## config.mk

```make
export PLATFORM = sky130hd
export DESIGN_NAME = sevseg_scan_driver
export DESIGN_NICKNAME = d
export VERILOG_FILES = /design/src/rtl/sevseg_pkg.sv /design/src/rtl/sevseg_bin2bcd.sv /design/src/rtl/sevseg_scan_driver.sv
export SDC_FILE = /design/constraint.sdc
export NUM_CORES = 1
export LEC_CHECK = 0
export CORE_AREA = 2 2 74 76
export CTS_CLUSTER_SIZE = 8
export DETAILED_ROUTE_END_ITERATION = 8
export DIE_AREA = 0 0 76 78
export GPL_TIMING_DRIVEN = 0
export PLACE_DENSITY = 0.74
export RECOVER_POWER = 25
export SETUP_SLACK_MARGIN = 0.05
export SYNTH_ARGS = -nofsm -noshare
export SYNTH_HDL_FRONTEND = slang
export SYNTH_SLANG_ARGS = --single-unit
```

## constraint.sdc

```tcl
create_clock -name clk -period 2.15 [get_ports clk]
set_input_delay 0.43 -clock clk [delete_from_list [all_inputs] [get_ports clk]]
set_output_delay 0.43 -clock clk [all_outputs]
set_load 0.02 [all_outputs]
```

## src/rtl/sevseg_pkg.sv

```systemverilog
// Shared types and encoders for the multiplexed seven-segment scan driver.
// Segment bytes here are active-high {dp,g,f,e,d,c,b,a}; polarity is applied at the output register.
package sevseg_pkg;

    typedef logic [7:0] seg_t;

    localparam seg_t SEG_OFF  = 8'h00;
    localparam seg_t SEG_DASH = 8'h40;

    function automatic seg_t hex_encode(input logic [3:0] nib);
        seg_t s;
        case (nib)
            4'h0: s = 8'h3F;
            4'h1: s = 8'h06;
            4'h2: s = 8'h5B;
            4'h3: s = 8'h4F;
            4'h4: s = 8'h66;
            4'h5: s = 8'h6D;
            4'h6: s = 8'h7D;
            4'h7: s = 8'h07;
            4'h8: s = 8'h7F;
            4'h9: s = 8'h6F;
            4'hA: s = 8'h77;
            4'hB: s = 8'h7C;
            4'hC: s = 8'h39;
            4'hD: s = 8'h5E;
            4'hE: s = 8'h79;
            default: s = 8'h71;
        endcase
        return s;
    endfunction

    function automatic logic [63:0] pow10(input int n);
        logic [63:0] r;
        r = 64'd1;
        for (int k = 0; k < n; k++) r = r * 64'd10;
        return r;
    endfunction

endpackage

```

## src/rtl/sevseg_bin2bcd.sv

```systemverilog
// Sequential double-dabble converter: one shift per clock, BIN_W clocks per conversion.
// Only instantiated when SEVSEG_BCD_EN is defined.
//
// state | meaning
// IDLE  | waiting for start
// SHIFT | add-3 and shift, one input bit per cycle
// DONE  | result valid for one cycle; a new start may be accepted here
module sevseg_bin2bcd
    import sevseg_pkg::*;
#(
    parameter int BIN_W      = 16,
    parameter int NUM_DIGITS = 4
) (
    input  logic                    clk,
    input  logic                    rst_n,
    input  logic                    start,
    input  logic [BIN_W-1:0]        bin_in,
    output logic                    busy,
    output logic                    ready,
    output logic                    done,
    output logic [4*NUM_DIGITS-1:0] bcd_out,
    output logic                    overflow
);

    localparam int BCD_W = 4 * NUM_DIGITS;
    localparam int REM_W = (BIN_W > 2) ? $clog2(BIN_W) : 1;
    localparam logic [63:0] LIMIT = pow10(NUM_DIGITS);

    typedef enum logic [1:0] {IDLE, SHIFT, DONE} cvt_state_t;

    cvt_state_t       state, state_nxt;
    logic [BIN_W-1:0] bin_sr;
    logic [BCD_W-1:0] bcd_sr;
    logic [BCD_W-1:0] bcd_adj;
    logic [REM_W-1:0] shifts_left;
    logic             ovf;
    logic             load;

    assign ready    = (state != SHIFT);
    assign busy     = (state != IDLE);
    assign done     = (state == DONE);
    assign load     = start && ready;
    assign bcd_out  = bcd_sr;
    assign overflow = ovf;

    always_comb begin
        bcd_adj = bcd_sr;
        for (int i = 0; i < NUM_DIGITS; i++) begin
            if (bcd_sr[4*i +: 4] >= 4'd5) bcd_adj[4*i +: 4] = bcd_sr[4*i +: 4] + 4'd3;
        end
    end

    always_comb begin
        state_nxt = state;
        case (state)
            IDLE:    if (start) state_nxt = (BIN_W == 1) ? DONE : SHIFT;
            SHIFT:   if (shifts_left == REM_W'(1)) state_nxt = DONE;
            DONE:    state_nxt = start ? ((BIN_W == 1) ? DONE : SHIFT) : IDLE;
            default: state_nxt = IDLE;
        endcase
    end

    always_ff @(posedge clk or negedge rst_n) begin
        if (!rst_n) state <= IDLE;
        else        state <= state_nxt;
    end

    // The first shift happens on load: add-3 on an all-zero BCD register is a no-op.
    always_ff @(posedge clk or negedge rst_n) begin
        if (!rst_n) begin
            bin_sr      <= '0;
            bcd_sr      <= '0;
            shifts_left <= '0;
            ovf         <= 1'b0;
        end else if (load) begin
            bcd_sr      <= BCD_W'(bin_in[BIN_W-1]);
            bin_sr      <= bin_in << 1;
            shifts_left <= REM_W'(BIN_W - 1);
            ovf         <= (64'(bin_in) >= LIMIT);
        end else if (state == SHIFT) begin
            bcd_sr      <= {bcd_adj[BCD_W-2:0], bin_sr[BIN_W-1]};
            bin_sr      <= bin_sr << 1;
            shifts_left <= shifts_left - 1'b1;
        end
    end

endmodule

```

## src/rtl/sevseg_scan_driver.sv

```systemverilog
// Multiplexed seven-segment scan driver with leading-zero and anti-ghost blanking.
// Define SEVSEG_BCD_EN to treat number_in as unsigned binary shown in decimal.
module sevseg_scan_driver
    import sevseg_pkg::*;
#(
    parameter int NUM_DIGITS   = 4,
    parameter int REFRESH_DIV  = 16384,
    parameter int BLANK_CYCLES = 64,
    parameter int ACTIVE_LOW   = 1,
    parameter int BIN_W        = 16
) (
    input  logic                    clk,
    input  logic                    rst_n,
    input  logic [4*NUM_DIGITS-1:0] number_in,
    input  logic                    number_valid,
    input  logic [NUM_DIGITS-1:0]   dp_in,
    input  logic                    hold,
    input  logic                    blank_lz,
    output logic                    busy,
    output logic [7:0]              sevenseg_out,
    output logic [NUM_DIGITS-1:0]   sevseg_active
);

    localparam int DW    = 4 * NUM_DIGITS;
    localparam int CNT_W = (REFRESH_DIV > 1) ? $clog2(REFRESH_DIV) : 1;
    localparam int IDX_W = (NUM_DIGITS > 1) ? $clog2(NUM_DIGITS) : 1;
    localparam logic [CNT_W-1:0] SLOT_LAST = CNT_W'(REFRESH_DIV - 1);
    localparam logic [CNT_W-1:0] BLANK_TC  = CNT_W'(BLANK_CYCLES);
    localparam logic [IDX_W-1:0] IDX_LAST  = IDX_W'(NUM_DIGITS - 1);
    localparam logic             ACT_LO    = (ACTIVE_LOW != 0);

    if (BIN_W < 1 || BIN_W > DW) begin : g_bad_bin_w
        $error("sevseg_scan_driver: BIN_W must be in 1..4*NUM_DIGITS");
    end

    logic [CNT_W-1:0]      slot_cnt;
    logic [IDX_W-1:0]      digit_idx;
    logic [DW-1:0]         disp_reg;
    logic [NUM_DIGITS-1:0] dp_reg;
    logic                  disp_ovf;
    logic                  strobe;

    assign strobe = number_valid && !hold;

`ifdef SEVSEG_BCD_EN
    logic                  cvt_start, cvt_ready, cvt_done, cvt_busy, cvt_ovf;
    logic [BIN_W-1:0]      cvt_bin;
    logic [DW-1:0]         cvt_bcd;
    logic [NUM_DIGITS-1:0] cvt_dp_in, cvt_dp;
    logic                  pend_valid;
    logic [BIN_W-1:0]      pend_bin;
    logic [NUM_DIGITS-1:0] pend_dp;

    sevseg_bin2bcd #(.BIN_W(BIN_W), .NUM_DIGITS(NUM_DIGITS)) u_bin2bcd (
        .clk      (clk),
        .rst_n    (rst_n),
        .start    (cvt_start),
        .bin_in   (cvt_bin),
        .busy     (cvt_busy),
        .ready    (cvt_ready),
        .done     (cvt_done),
        .bcd_out  (cvt_bcd),
        .overflow (cvt_ovf)
    );

    // A fresh strobe supersedes anything pending, so it goes straight in when the converter is free.
    always_comb begin
        cvt_start = 1'b0;
        cvt_bin   = number_in[BIN_W-1:0];
        cvt_dp_in = dp_in;
        if (cvt_ready) begin
            if (strobe) begin
                cvt_start = 1'b1;
            end else if (pend_valid) begin
                cvt_start = 1'b1;
                cvt_bin   = pend_bin;
                cvt_dp_in = pend_dp;
            end
        end
    end

    always_ff @(posedge clk or negedge rst_n) begin
        if (!rst_n) begin
            pend_valid <= 1'b0;
            pend_bin   <= '0;
            pend_dp    <= '0;
            cvt_dp     <= '0;
            disp_reg   <= '0;
            dp_reg     <= '0;
            disp_ovf   <= 1'b0;
        end else begin
            if (cvt_start) cvt_dp <= cvt_dp_in;
            if (strobe && !cvt_ready) begin
                pend_valid <= 1'b1;
                pend_bin   <= number_in[BIN_W-1:0];
                pend_dp    <= dp_in;
            end else if (cvt_start) begin
                pend_valid <= 1'b0;
            end
            if (cvt_done) begin
                disp_reg <= cvt_bcd;
                dp_reg   <= cvt_dp;
                disp_ovf <= cvt_ovf;
            end
        end
    end

    assign busy = cvt_busy;
`else
    always_ff @(posedge clk or negedge rst_n) begin
        if (!rst_n) begin
            disp_reg <= '0;
            dp_reg   <= '0;
        end else if (strobe) begin
            disp_reg <= number_in;
            dp_reg   <= dp_in;
        end
    end

    assign disp_ovf = 1'b0;
    assign busy     = 1'b0;
`endif

    always_ff @(posedge clk or negedge rst_n) begin
        if (!rst_n) begin
            slot_cnt  <= '0;
            digit_idx <= '0;
        end else if (slot_cnt == SLOT_LAST) begin
            slot_cnt  <= '0;
            digit_idx <= (digit_idx == IDX_LAST) ? '0 : digit_idx + 1'b1;
        end else begin
            slot_cnt <= slot_cnt + 1'b1;
        end
    end

    logic [NUM_DIGITS-1:0] lz_mask;
    logic                  zero_run;

    // lz_mask[i]: digit i and everything above it is zero; digit 0 never qualifies.
    always_comb begin
        zero_run = 1'b1;
        lz_mask  = '0;
        for (int i = NUM_DIGITS - 1; i > 0; i--) begin
            zero_run   = zero_run && (disp_reg[4*i +: 4] == 4'h0);
            lz_mask[i] = zero_run;
        end
    end

    logic [3:0]            cur_nib;
    logic                  cur_dp;
    logic                  cur_lz;
    logic [NUM_DIGITS-1:0] an_sel;
    logic [NUM_DIGITS-1:0] an_nxt;
    seg_t                  seg_nxt;

    always_comb begin
        cur_nib = '0;
        cur_dp  = 1'b0;
        cur_lz  = 1'b0;
        an_sel  = '0;
        for (int i = 0; i < NUM_DIGITS; i++) begin
            if (digit_idx == IDX_W'(i)) begin
                cur_nib   = disp_reg[4*i +: 4];
                cur_dp    = dp_reg[i];
                cur_lz    = lz_mask[i];
                an_sel[i] = 1'b1;
            end
        end
    end

    always_comb begin
        seg_nxt = SEG_OFF;
        an_nxt  = '0;
        if (slot_cnt >= BLANK_TC) begin
            an_nxt = an_sel;
            if (disp_ovf)                seg_nxt = SEG_DASH;
            else if (blank_lz && cur_lz) seg_nxt = SEG_OFF;
            else                         seg_nxt = hex_encode(cur_nib);
            seg_nxt[7] = cur_dp;
        end
    end

    always_ff @(posedge clk or negedge rst_n) begin
        if (!rst_n) begin
            sevenseg_out  <= {8{ACT_LO}};
            sevseg_active <= {NUM_DIGITS{ACT_LO}};
        end else begin
            sevenseg_out  <= seg_nxt ^ {8{ACT_LO}};
            sevseg_active <= an_nxt ^ {NUM_DIGITS{ACT_LO}};
        end
    end

endmodule

```

==> impl_metrics.py <==
metrics = {
    "run": {
        "cap_viol_max_count": 0,
    },
    "drt": {
        "wl_per_cell_um": 14.4,
        "drc": 0,
        "first_iter_violations": 127,
        "dr.pass1.iters": 4,
        "ant_nets": 0,
        "via_per_inst": 5.18,
        "vias": 1745,
        "routed_wl_mm": 4.87,
    },
    "pwr": {
        "vdd_ir_drop_max_mv": 0.464,
        "power_density_nw_per_um2": 645,
        "p_leak_nw": 1.31,
    },
    "grt": {
        "track_usage_pct": 17.4,
        "grt-ovfl-total": 0,
        "grt_pass1_vias": 1716,
        "busiest_layer": "met2",
        "use_met2_pct": 29.7,
        "grtUsageMet3_pct": 4.65,
        "antenna_found_initial": 0,
        "grt_max_degree": 26,
        "grt_first_pass_wirelength_mm": 8.02,
        "grtUsageMet1_pct": 21.3,
    },
    "sta": {
        "finalWorstSetupSlack_ns": 0.0709,
        "period_share_pct": 96.7,
        "hold_viol": 0,
        "tightestPinTransition_ns": 1.20,
        "max_clock_freq_mhz": 481,
        "hold_slack_ns": 0.334,
        "drv_slew": 0,
        "period_minus_slack_ns": 2.08,
        "setup_viol": 0,
        "fin_skew_ns": 0.0128,
        "rsz0062_at_grt": "yes",
        "relSlewSlack_pct": 19.9,
    },
    "layout": {
        "nets": 303,
        "final_cell_mix": "clkdlybuf4s50_1 (35), dfrtp_1 (34), nand2_1 (19), mux2_2 (19)",
        "area_growth_pct": 30.7,
        "final_common_cell": "clkdlybuf4s50_1",
        "design_area_um2": 3160,
        "antenna_cells": 0,
        "largest_reg_flops": 16,
        "drive_gt1_share_pct": 29.2,
    },
    "critical_path": {
        "r2r_start": "digit_idx[1]$_DFFE_PN0N_",
        "worstPathCellList": "inv_4 -> ha_4 -> buf_6 -> nand3b_1 -> a211oi_2 -> buf_4 -> nor2_1 -> a221o_1",
        "startpoint_type": "register",
        "startpoint": "digit_idx[1]$_DFFE_PN0N_",
        "rr_endpoint": "sevenseg_out[1]$_DFF_PN1_",
        "cpPeakStageDelay_ns": 0.44,
        "cp.required_ns": 2.39,
        "cp_slowest_cell": "dfrtp_2",
        "r2r_slack_ns": 0.07,
        "cp.arrival_ns": 2.31,
        "ff2ff_path_depth": 8,
        "endpoint_kind": "register",
        "crit_fanout": 10,
        "path_class": "register to register",
    },
    "floorplan": {
        "core-area_um2": 5040,
        "die_h_um": 78,
        "num_io_pins": 38,
        "die_w_um": 76,
        "dieArea_um2": 5930,
        "fp-row-count": 26,
        "start_util_pct": 48.0,
    },
    "clock_network": {
        "hold_buffers": 0,
        "clock_latency_ns": 0.32,
        "clock_tree.buffer_depth": 2,
        "clkTransAtPathRegs_ns": 0.09,
        "tritoncts": "done",
        "cts_root_buf": "clkbuf_8",
        "htreeDepth": 2,
        "cts_buffers": 5,
        "clock-sinks": 48,
    },
    "placement": {
        "hpwlAfterDp_mm": 3.30,
        "placed_cell_area_um2": 2880,
        "numPortBuffers": 36,
        "place.gp.congestion": 0.868,
        "place_ws_ns": -0.250,
    },
    "worst_hold_path": {
        "hold_path.class": "input pin to async pin",
    },
    "run_status": {
        "status": "completed",
    },
    "synth": {
        "synth.ff_latch_count": 48,
        "syn_nets": 250,
        "syn-instance-count": 213,
        "synth.distinct_cells": 44,
        "synth_area_um2": 2420,
        "yosysWarningCount": 0,
        "ys_seq_area_share_pct": 50.3,
        "avgSynthCellArea_um2": 11.4,
    },
}
## timing repair
action / 4_1_cts / 5_1_grt
endpoints found under the hold margin: 0 / 0
buffers inserted: 5 / 5
pin swaps: 4 / 9
cloned: 0 / 0
resized for setup: 8 / 21
endpoints found under the setup margin: 7 / 7
## report_power, final
part	total, mW	internal (mW)	switching, mW
Combinational	0.323	0.175	0.148
Sequential	1.00	0.959	0.0441
Clock	0.713	0.410	0.303
## metal layers
metal  vias to the layer above  wire length (um)
li1                        856                 -
met1                       839              2090
met2                        44              2490
met3                         6               214
met4                         0                72
met5                         -                 0
## synth_stat cells
cell type   n  area, um2
conb_1      1       3.75
buf_2       2       10.0
buf_6       2       22.5
nand2_1    19       71.3
or3_1       1       6.26
buf_4       3       22.5
nor2_1     10       37.5
o21ai_1     3       15.0
o211ai_1    1       7.51
a21boi_0    1       7.51
o221ai_1    2       17.5
a22oi_1     1       7.51
and3_1      3       18.8
dfrtp_1    36        901
a221o_1     1       10.0
xor2_1      5       43.8
nor4_1      5       31.3
o21ai_0     5       25.0
nor2_2      1       6.26
a31oi_4     1       21.3
xnor2_1     5       43.8
nor3b_1     3       22.5
mux2_2     19        214
ha_1       12        150
nand2b_1    2       12.5
a211oi_2    2       25.0
inv_1       8       30.0
nor2b_1     4       25.0
o31ai_1     1       7.51
nor3_1      1       5.00
o21a_1      1       7.51
mux2_1      2       22.5
nand3_1     5       25.0
nand3b_1    4       30.0
and4_1      3       26.3
a211oi_1    2       15.0
nand4_1     4       25.0
dfstp_2    12        315
o2111ai_1   1       8.76
clkbuf_1    3       11.3
and2_1      4       25.0
a311o_1     1       10.0
mux2i_1     4       40.0
a21oi_1     7       35.0
## per-stage QoR
stage / util, % / TNS, ns / total power [mW] / instances
6_report: 62.7 / 0 / 2.04 / 337
5_1_grt: 62.7 / 0 / 2.13 / 337
4_1_cts: 60.8 / 0 / 2.02 / 333
3_5_place_dp: 57.1 / -0.884 / 1.30 / 320
3_3_place_gp: 56.8 / -25.67 / 1.28 / 319
2_1_floorplan: - / 0 / 1.18 / 213
## cell families (layout without fill, tap and decap cells)
group                    count (synthesis)  count (layout)  share of synthesized area (%)
AO/OA/AOI/OAI                           30              30                           9.10
XOR/XNOR                                10              10                           3.62
adder cells (fa/ha/maj)                 12              12                           6.21
buffers and inverters                   18              72                           3.98
flip-flops                              48              48                           50.3
multiplexers                            25              25                           11.4
other                                    1               1                          0.155
AND/OR/NAND/NOR                         69              69                           15.2
## worst max-delay path, delay by kind of cell (launching register included)
kind | cells | cell delay [ns]
adders and majority gates | 1 | 0.17
AOI/OAI and AO/OA | 2 | 0.71
DFF | 1 | 0.44
buffers and inverters | 3 | 0.45
and+or+nand+nor | 2 | 0.23
## worst max path at each step
stage | endpoint | slack, ns
floorplan | sevenseg_out[5]$_DFF_PN1_ | 0.07
CTS | sevenseg_out[1]$_DFF_PN1_ | 0.03
detailed placement | sevenseg_out[5]$_DFF_PN1_ | -0.25
finish | sevenseg_out[1]$_DFF_PN1_ | 0.07
global route | sevenseg_out[1]$_DFF_PN1_ | 0.0004
global placement | dp_reg[3]$_DFFE_PN0P_ | -0.64
## cell type report
class,instances,area [um2]
clock buffer,7,96.3
timing repair buffer,47,438
multi-input combinational,147,1200
fill,443,1880
sequential,48,1220
inverter,8,32.5
buffer,9,61.3
tap,70,87.6
clock inverter,1,30.0
(Power assumes the default switching activity.)
